**src/rtl/adc_channel_scheduler.sv**
```systemverilog
// Two-channel ADC averaging scheduler: 1/4/16/64-sample averages per enabled channel,
// round-robin into one FIFO write port. Define CHANNEL_TAG_EN to tag out_data[15:13].
//
// state | meaning
// IDLE  | waiting for an eligible pending result and a non-full FIFO
// WRITE | write strobe high for this cycle, then back to IDLE
module adc_channel_scheduler #(
  parameter int ADC_WIDTH = 12
) (
  input  logic                 clk,
  input  logic                 reset_n,
  input  logic [1:0]           channel_select,
  input  logic [1:0]           average_points,
  input  logic                 rst_fifo,
  input  logic [ADC_WIDTH-1:0] ch1_data,
  input  logic                 ch1_valid,
  input  logic [ADC_WIDTH-1:0] ch2_data,
  input  logic                 ch2_valid,
  input  logic                 out_full,
  output logic [15:0]          out_data,
  output logic                 out_wr_en,
  output logic                 overflow
);

  localparam int AW = ADC_WIDTH + 6;
  localparam logic [0:0] S_IDLE  = 1'b0;
  localparam logic [0:0] S_WRITE = 1'b1;

  logic [AW-1:0]        acc_q [2];
  logic [AW-1:0]        acc_d [2];
  logic [5:0]           cnt_q [2];
  logic [5:0]           cnt_d [2];
  logic [15:0]          res_q [2];
  logic [15:0]          res_d [2];
  logic [1:0]           pend_q, pend_d;
  logic [1:0]           avg_prev_q, avg_prev_d;
  logic                 avg_seen_q, avg_seen_d;
  logic [0:0]           state_q, state_d;
  logic                 last_ch_q, last_ch_d;
  logic [15:0]          out_data_q, out_data_d;
  logic                 wr_en_q, wr_en_d;
  logic                 ovf_q, ovf_d;

  logic [ADC_WIDTH-1:0] din [2];
  logic [1:0]           vin;
  logic [AW-1:0]        sum [2];
  logic [15:0]          new_word [2];
  logic [5:0]           last_cnt;
  logic [2:0]           shift;
  logic                 avg_change;
  logic [1:0]           pend_elig;
  logic                 grant_any;
  logic                 grant_ch;
  logic [1:0]           drain;
  logic [1:0]           drop;

  assign din[0] = ch1_data;
  assign din[1] = ch2_data;
  assign vin    = {ch2_valid, ch1_valid};

  always_comb begin
    last_cnt = 6'd0;
    shift    = 3'd0;
    case (average_points)
      2'b01:   begin last_cnt = 6'd3;  shift = 3'd2; end
      2'b10:   begin last_cnt = 6'd15; shift = 3'd4; end
      2'b11:   begin last_cnt = 6'd63; shift = 3'd6; end
      default: begin last_cnt = 6'd0;  shift = 3'd0; end
    endcase
  end

  // avg_seen_q masks the first cycle after async reset so a stale avg_prev_q
  // cannot fake a code change and throw away the first sample.
  assign avg_change = avg_seen_q && (average_points != avg_prev_q);
  assign avg_prev_d = average_points;
  assign avg_seen_d = 1'b1;

  assign pend_elig = pend_q & channel_select;
  assign grant_any = (state_q == S_IDLE) && !out_full && (pend_elig != 2'b00);
  assign grant_ch  = (pend_elig == 2'b11) ? ~last_ch_q : pend_elig[1];
  assign drain     = grant_any ? (grant_ch ? 2'b10 : 2'b01) : 2'b00;

  always_comb begin
    for (int i = 0; i < 2; i++) begin
      sum[i] = acc_q[i] + AW'(din[i]);
      new_word[i] = '0;
      new_word[i][ADC_WIDTH-1:0] = ADC_WIDTH'(sum[i] >> shift);
`ifdef CHANNEL_TAG_EN
      new_word[i][15]    = (i == 1);
      new_word[i][14:13] = average_points;
`endif
    end
  end

  always_comb begin
    drop   = 2'b00;
    pend_d = pend_q & ~drain;
    for (int i = 0; i < 2; i++) begin
      acc_d[i] = acc_q[i];
      cnt_d[i] = cnt_q[i];
      res_d[i] = res_q[i];
      if (rst_fifo || !channel_select[i]) begin
        acc_d[i]  = '0;
        cnt_d[i]  = '0;
        pend_d[i] = 1'b0;
      end else if (avg_change) begin
        acc_d[i] = '0;
        cnt_d[i] = '0;
      end else if (vin[i]) begin
        if (cnt_q[i] >= last_cnt) begin
          acc_d[i] = '0;
          cnt_d[i] = '0;
          // pend_d already reflects a same-edge drain, so a drained slot accepts the new word
          if (pend_d[i]) begin
            drop[i] = 1'b1;
          end else begin
            pend_d[i] = 1'b1;
            res_d[i]  = new_word[i];
          end
        end else begin
          acc_d[i] = sum[i];
          cnt_d[i] = cnt_q[i] + 6'd1;
        end
      end
    end
  end

  assign ovf_d = rst_fifo ? 1'b0 : (ovf_q | (|drop));

  always_comb begin
    state_d    = state_q;
    wr_en_d    = 1'b0;
    out_data_d = out_data_q;
    last_ch_d  = last_ch_q;
    case (state_q)
      S_IDLE: begin
        if (grant_any) begin
          state_d    = S_WRITE;
          wr_en_d    = 1'b1;
          out_data_d = res_q[grant_ch];
          last_ch_d  = grant_ch;
        end
      end
      default: state_d = S_IDLE;
    endcase
    if (rst_fifo) begin
      state_d    = S_IDLE;
      wr_en_d    = 1'b0;
      out_data_d = '0;
      last_ch_d  = 1'b1;
    end
  end

  always_ff @(posedge clk or negedge reset_n) begin
    if (!reset_n) begin
      for (int i = 0; i < 2; i++) begin
        acc_q[i] <= '0;
        cnt_q[i] <= '0;
        res_q[i] <= '0;
      end
      pend_q     <= '0;
      avg_prev_q <= '0;
      avg_seen_q <= 1'b0;
      state_q    <= S_IDLE;
      last_ch_q  <= 1'b1;
      out_data_q <= '0;
      wr_en_q    <= 1'b0;
      ovf_q      <= 1'b0;
    end else begin
      for (int i = 0; i < 2; i++) begin
        acc_q[i] <= acc_d[i];
        cnt_q[i] <= cnt_d[i];
        res_q[i] <= res_d[i];
      end
      pend_q     <= pend_d;
      avg_prev_q <= avg_prev_d;
      avg_seen_q <= avg_seen_d;
      state_q    <= state_d;
      last_ch_q  <= last_ch_d;
      out_data_q <= out_data_d;
      wr_en_q    <= wr_en_d;
      ovf_q      <= ovf_d;
    end
  end

  assign out_data  = out_data_q;
  assign out_wr_en = wr_en_q;
  assign overflow  = ovf_q;

endmodule

```
**config.mk**
```make
export PLATFORM = sky130hd
export DESIGN_NAME = adc_channel_scheduler
export DESIGN_NICKNAME = d
export VERILOG_FILES = /design/src/rtl/adc_channel_scheduler.sv
export SDC_FILE = /design/constraint.sdc
export NUM_CORES = 1
export LEC_CHECK = 0
export CAP_MARGIN = 30
export CORE_AREA = 2 2 105 107
export CTS_CLUSTER_DIAMETER = 100
export CTS_CLUSTER_SIZE = 24
export DETAILED_ROUTE_END_ITERATION = 10
export DIE_AREA = 0 0 107 109
export PLACE_DENSITY = 0.85
export SLEW_MARGIN = 20
export SYNTH_ARGS = -nofsm -noshare
export SYNTH_HDL_FRONTEND = slang
export SYNTH_SLANG_ARGS = --single-unit
```
**constraint.sdc**
```tcl
create_clock -name clk -period 3.9 [get_ports clk]
set_clock_uncertainty 0.05 [all_clocks]
set_input_delay 0.78 -clock clk [delete_from_list [all_inputs] [get_ports clk]]
set_output_delay 0.78 -clock clk [all_outputs]
set_load 0.01 [all_outputs]
```
### After elaboration in Yosys (flattened, before gate mapping)

Cells that the tools add are included.

* bitwise gates (word level): 12
* equality and inequality tests: 6
* shift operators: 2
* add/subtract/negate cells: 4
* reductions and logical operators: 16
* $lt $le $gt $ge: 3
* mux-type cells: 52

Operators with widths (number)
* 18-bit two-way mux: 8
* 16-bit two-way mux: 5
* 6-bit two-way mux: 8
* 18-bit by 12-bit adder with 18-bit output: 2
* 18-bit by 3-bit >> shifter with 12-bit output: 2
* 1-bit two-way mux: 26
* 6-bit one-hot mux with 3 select lines: 1
* 6-bit by 1-bit adder with 6-bit output (second input constant): 2
* 6-bit >= comparator: 2
* 12-bit two-way mux: 1
* 5-bit AND reduction: 2
* 3-bit one-hot mux with 3 select lines: 1
* 1-bit NOT: 7
* 2-bit == test (second input constant): 3
* 3-bit nonzero test: 2
* 2-bit AND: 2
* 2-bit two-way mux: 2
* 2-bit nonzero test: 2
* 1-bit logical AND: 3
* 1-bit logical NOT: 3
* 2-bit by 1-bit == test with 1-bit output (second input constant): 1
* 2-bit >= comparator (second input constant): 1
* 1-bit logical OR: 2
* 2-bit inequality test: 1
* 6 further kinds: 6

* logic and storage cells: 108
* flip-flop bits (word level): 96
* input bits: 34
* output and inout port bits: 18

### Logic depth before layout (Yosys ltp)

Gate-level depths: netlist (run 1).

* depth in word-level cells: 15
* gate-level depth with buffers: 15
* gate-level depth less buffers: 11

### Worst setup path before layout (run 1)

OpenSTA, ideal clock, no wires.

* kind: input to register
* from: input port average_points[1]
* to: register res_q[16] (netlist name)
* required time: 3.722 ns
* stages on the path: 13
* arrival: 3.243 ns
* buffers on the path: 4
* library setup time: 0.128 ns
* path slack: 0.479 ns
* cells stage by stage: buf_4 -> inv_1 -> clkbuf_1 -> nand2_1 -> ha_1 -> nand2b_1 -> a21oi_1 -> o21ai_0 -> a31oi_1 -> or3_1 -> buf_2 -> clkbuf_1 -> mux2_1

* cells in the longest elaborated chain, start to end: 4
* elaborated cells on any way between the ends: 11
* those cells by class: order compare (1); eq/ne (4); shift (1); mux (2); bitwise (1); reduce/logical (2)

RTL lines
* from (decl): line 13 `input logic [1:0] average_points,`
* 2-bit == test (tied with other cells): line 64 `case (average_points)`
* 6-bit one-hot mux with 3 select lines or 1-bit logical AND (tied branches): line 64, 74
* 6-bit >= comparator or 1-bit NOT (tied branches)
* 5-bit AND reduction (no source line)
* to (signal, indexed assignment): line 173 `res_q[i] <= res_d[i];`
* to (decl): line 33 `logic [15:0] res_q [2];`

Several ways; a longest one is shown, not always the timed one.
A chain may end at the register's enable or synchronous reset.

### Final worst setup path (run 1)

* from: input port ch1_data[0]
* to: register res_q[26] (netlist name)

* cells in the longest elaborated chain, start to end: 2

RTL lines
* from (decl): line 15 `input logic [ADC_WIDTH-1:0] ch1_data,`
* 18-bit by 12-bit adder with 18-bit output: line 85 `sum[i] = acc_q[i] + AW'(din[i]);`
* 18-bit by 3-bit >> shifter with 12-bit output: line 87 `new_word[i][ADC_WIDTH-1:0] = ADC_WIDTH'(sum[i] >> shift);`

No other way between the ends.

==> flow_metrics.tcl, run 1 <==
set metrics [dict create \
    status "finished, final reports clean" \
    synth_edf_count 0 \
    final_core_util_pct 65.7 \
    rrSetupSlack_ps 920 \
    portBuffers 47 \
    cts_made_buffers 9 \
    syn_to_final_growth_pct 13.5 \
    synth-seq-area-share_pct 37.5 \
    routed_wirelength_mm 14.8 \
    num_antenna_cells 0 \
    switching_share_pct 30.5 \
    final.period_utilization_pct 90.1 \
    ant_nets 0 \
    rr_startpoint "acc_q[18]" \
    postCtsHoldBufs 0 \
    tightest_slew_ps 774 \
    fin_nets 787 \
    hpwl_mm 10.8 \
    cts_sinks 92 \
    power_leakage_nw 3.31 \
    grt_pass1_wl_mm 25.0 \
    fmax_mhz 284 \
    yosys.area.top_type_share_pct 37.1 \
    num_rows 38 \
    startpoint_type "primary input" \
    cp_max_fo 7 \
    coreArea_mm2 0.0106 \
    htree_num_levels 3 \
    rr_endpoint "res_q[26]" \
    die_y_um 109 \
    fill_cells 872 \
    syn_inst 669 \
    clk_latency_ps 380 \
    critPathArrivalTime_ps 3790 \
    fin_setup_tns_ps 0 \
    required_ps 4180 \
    r2r_cells 11 \
    dieArea_mm2 0.0117 \
    overflow 0 \
    powerDensity_mw_per_mm2 280 \
    sequentialPowerShare_pct 50.9 \
    relSlewSlack_pct 48.4 \
    endpoint "res_q[26]" \
    root_buffer "clkbuf_8" \
    yosysWarnings 0 \
    drt_pass1_iterations 5 \
    startpoint "ch1_data[0]" \
    syn_area_per_cell_um2 9.17 \
    ctsResizeCount 0 \
    antenna_found_initial 0 \
    finalSetupViolCount 0 \
    viasPerCell 6.16 \
    synth_top_area_cell "dfrtp_1" \
    fin_cells 857 \
    endpoint_kind "flop" \
    grt_max_degree 60 \
    fin_crit_ps 3520 \
    rsz0062_at_grt "no" \
    grt_usage_pct 27.0 \
    drv_slew 0 \
    synth.ff_latch_count 92 \
    place_congestion 0.914 \
    crit_type "in -> reg" \
    cts_tree "yes" \
    post_cts_buffers 0 \
    power_frac_comb_pct 18.0 \
    ios 52 \
    num_vias 5281 \
    dp_cells 842 \
    vdd_drop_max_uv 153 \
    drv_cap 0 \
    drc 0 \
    wl_per_cell_um 17.3 \
    start_util_pct 57.9 \
    ys.flop_type "dfrtp_1" \
    power.switching_mw 0.594 \
    drive_gt1_share_pct 8.79 \
    power_frac_clock_pct 31.1 \
    ys_top_cells_by_area "dfrtp_1, ha_1, mux2i_1" \
    place_ws_ps 63.8 \
    first_global_vias 5235 \
    hold_class "in -> async" \
    yosysUniqueCellTypes 76 \
    layout_setup_ws_ps 385 \
    die_x_um 107 \
    path_clk_slew_ps 100 \
    timing_hold_violations_final 0 \
    syn_area_mm2 0.00614 \
    cts_max_path_buffers 2 \
    drt_iter0_markers 481 \
    ys_async_sr_fraction_pct 100 \
    power.internal_mw 1.36 \
]
-- how the worst min path moves through the flow --
stage | to | slack, ps | cells after the start
finish | acc_q[2] | 420 | 1
global route | res_q[0] | 460 | 1
CTS | acc_q[2] | 440 | 1
detailed placement | res_q[17] | 420 | 1
global placement | res_q[17] | 420 | 1
floorplan | res_q[1] | 400 | 2
-- layout by cell type (no fill, tap or decap), types with 3 or more instances in the layout --
| cell | synthesis | routed |
|---|---|---|
| a22o_1 | 26 | 26 |
| conb_1 | 2 | 5 |
| and2_1 | 5 | 5 |
| nor2_1 | 56 | 56 |
| o22ai_1 | 3 | 3 |
| xor2_1 | 9 | 9 |
| a21oi_1 | 30 | 30 |
| mux2_2 | 4 | 4 |
| o21ai_1 | 7 | 7 |
| xnor2_1 | 19 | 19 |
| nor3_1 | 8 | 8 |
| or2_1 | 3 | 3 |
| o31ai_1 | 5 | 5 |
| ha_1 | 38 | 38 |
| nor4_1 | 4 | 4 |
| o211ai_1 | 5 | 5 |
| nand4_1 | 8 | 8 |
| dfrtp_1 | 91 | 91 |
| a21o_1 | 12 | 12 |
| nor2b_1 | 9 | 9 |
| clkdlybuf4s50_1 | 0 | 46 |
| a211o_1 | 4 | 4 |
| nand2_1 | 63 | 63 |
| buf_4 | 5 | 24 |
| a31oi_1 | 8 | 8 |
| clkbuf_8 | 0 | 9 |
| o21ai_0 | 46 | 46 |
| and3_1 | 6 | 6 |
| nand2b_1 | 5 | 5 |
| a211oi_1 | 25 | 25 |
| inv_1 | 25 | 25 |
| o2111ai_1 | 4 | 4 |
| or3_1 | 3 | 3 |
| nand3_1 | 13 | 13 |
| mux2i_1 | 25 | 25 |
| o21a_1 | 8 | 8 |
-- routing by layer --
layer  GRT usage [%]  wire (um)  up-vias
met5               0          0        -
met4            10.3        410        0
met3            4.18        802       38
met1            35.4       6360     2528
met2            45.5       7220      182
li1                -          -     2533
-- worst max-delay path: stages --
cell             delay, ps
clkdlybuf4s50_1        490
ha_1                   180
inv_1                   60
fa_1                   390
nor2b_1                180
o2111ai_1              160
and3_4                 230
o31ai_4                360
nand3_2                160
xor2_1                 170
a2111oi_0              480
a211o_1                160
-- cells by family (layout without fill, tap and decap cells) --
group	after synthesis	in the layout	share of synthesized area (%)
fa+ha+maj	40	40	8.40
flops	92	92	37.5
buf+inv	65	110	4.34
mux	33	33	5.91
simple gates	195	195	15.2
xor+xnor	28	28	4.00
compound gates	214	214	24.5
other cells	2	5	0.122
-- final cells by class --
class,instances,area (um2),share of cell area [%]
multi-input combinational,515,3580,51.4
sequential,92,2300,33.1
timing repair buffer,70,641,9.20
tap,140,175,2.52
clock buffer,9,124,1.78
inverter,25,93.8,1.35
clock inverter,6,47.5,0.683
-- registers in the layout, indices dropped and copies added (netlist names) --
name,cells
last_ch_q,1
cnt_q,12
acc_q,36
overflow,1
pend_q,2
avg_seen_q,1
out_wr_en,1
out_data,12
res_q,24
avg_prev_q,2
-- Yosys cell counts (all sizes together) (3+ instances only) --
cell and number:
xor2 9, or2 5, mux2 6, mux2i 25, dfrtp 91, o21a 9, clkbuf 28, a211o 4
a22oi 3, o31ai 7, o21ai 53, o22ai 3, a21oi 32, nor4 4, o2111ai 4, and3 7
a211oi 26, nor3 9, nand3 14, nor2b 9, a21o 12, nand4 8, nand2b 6, or3 3
a31oi 8, and2 5, buf 12, ha 38, nand2 63, a22o 26, o211ai 6, xnor2 19
inv 25, a31o 4, nor2 56
-- per-stage QoR --
step | hold WS (ps) | area [um2] | power [mW]
CTS | 440 | 6960 | 1.95
finish | 420 | 6960 | 1.95
global route | 464 | 6960 | 2.04
global placement | 419 | 6790 | 1.34
detailed placement | 424 | 6790 | 1.36
floorplan | 398 | 6150 | 1.23
-- power groups by stage --
stage	registers, mW	clock network [mW]	logic, mW
floorplan	1.01	0	0.220
global placement	1.01	0	0.334
detailed placement	1.01	0	0.346
CTS	0.993	0.613	0.348
global route	0.996	0.657	0.386
finish	0.993	0.606	0.351
Note: power is estimated with default switching activity, not from simulation.
==> inputs of run 2 (changes only) <==
Settings changed: HOLD_SLACK_MARGIN set to 0.1.
==> results of run 2 <==
Final layout, timing and power as in run 1 (identical DEF).
==> inputs of run 3 (changes only) <==
Settings changed: CTS_CLUSTER_DIAMETER 100 to 80.
==> results of run 3 <==
Final layout, timing and power as in run 1 (identical DEF).
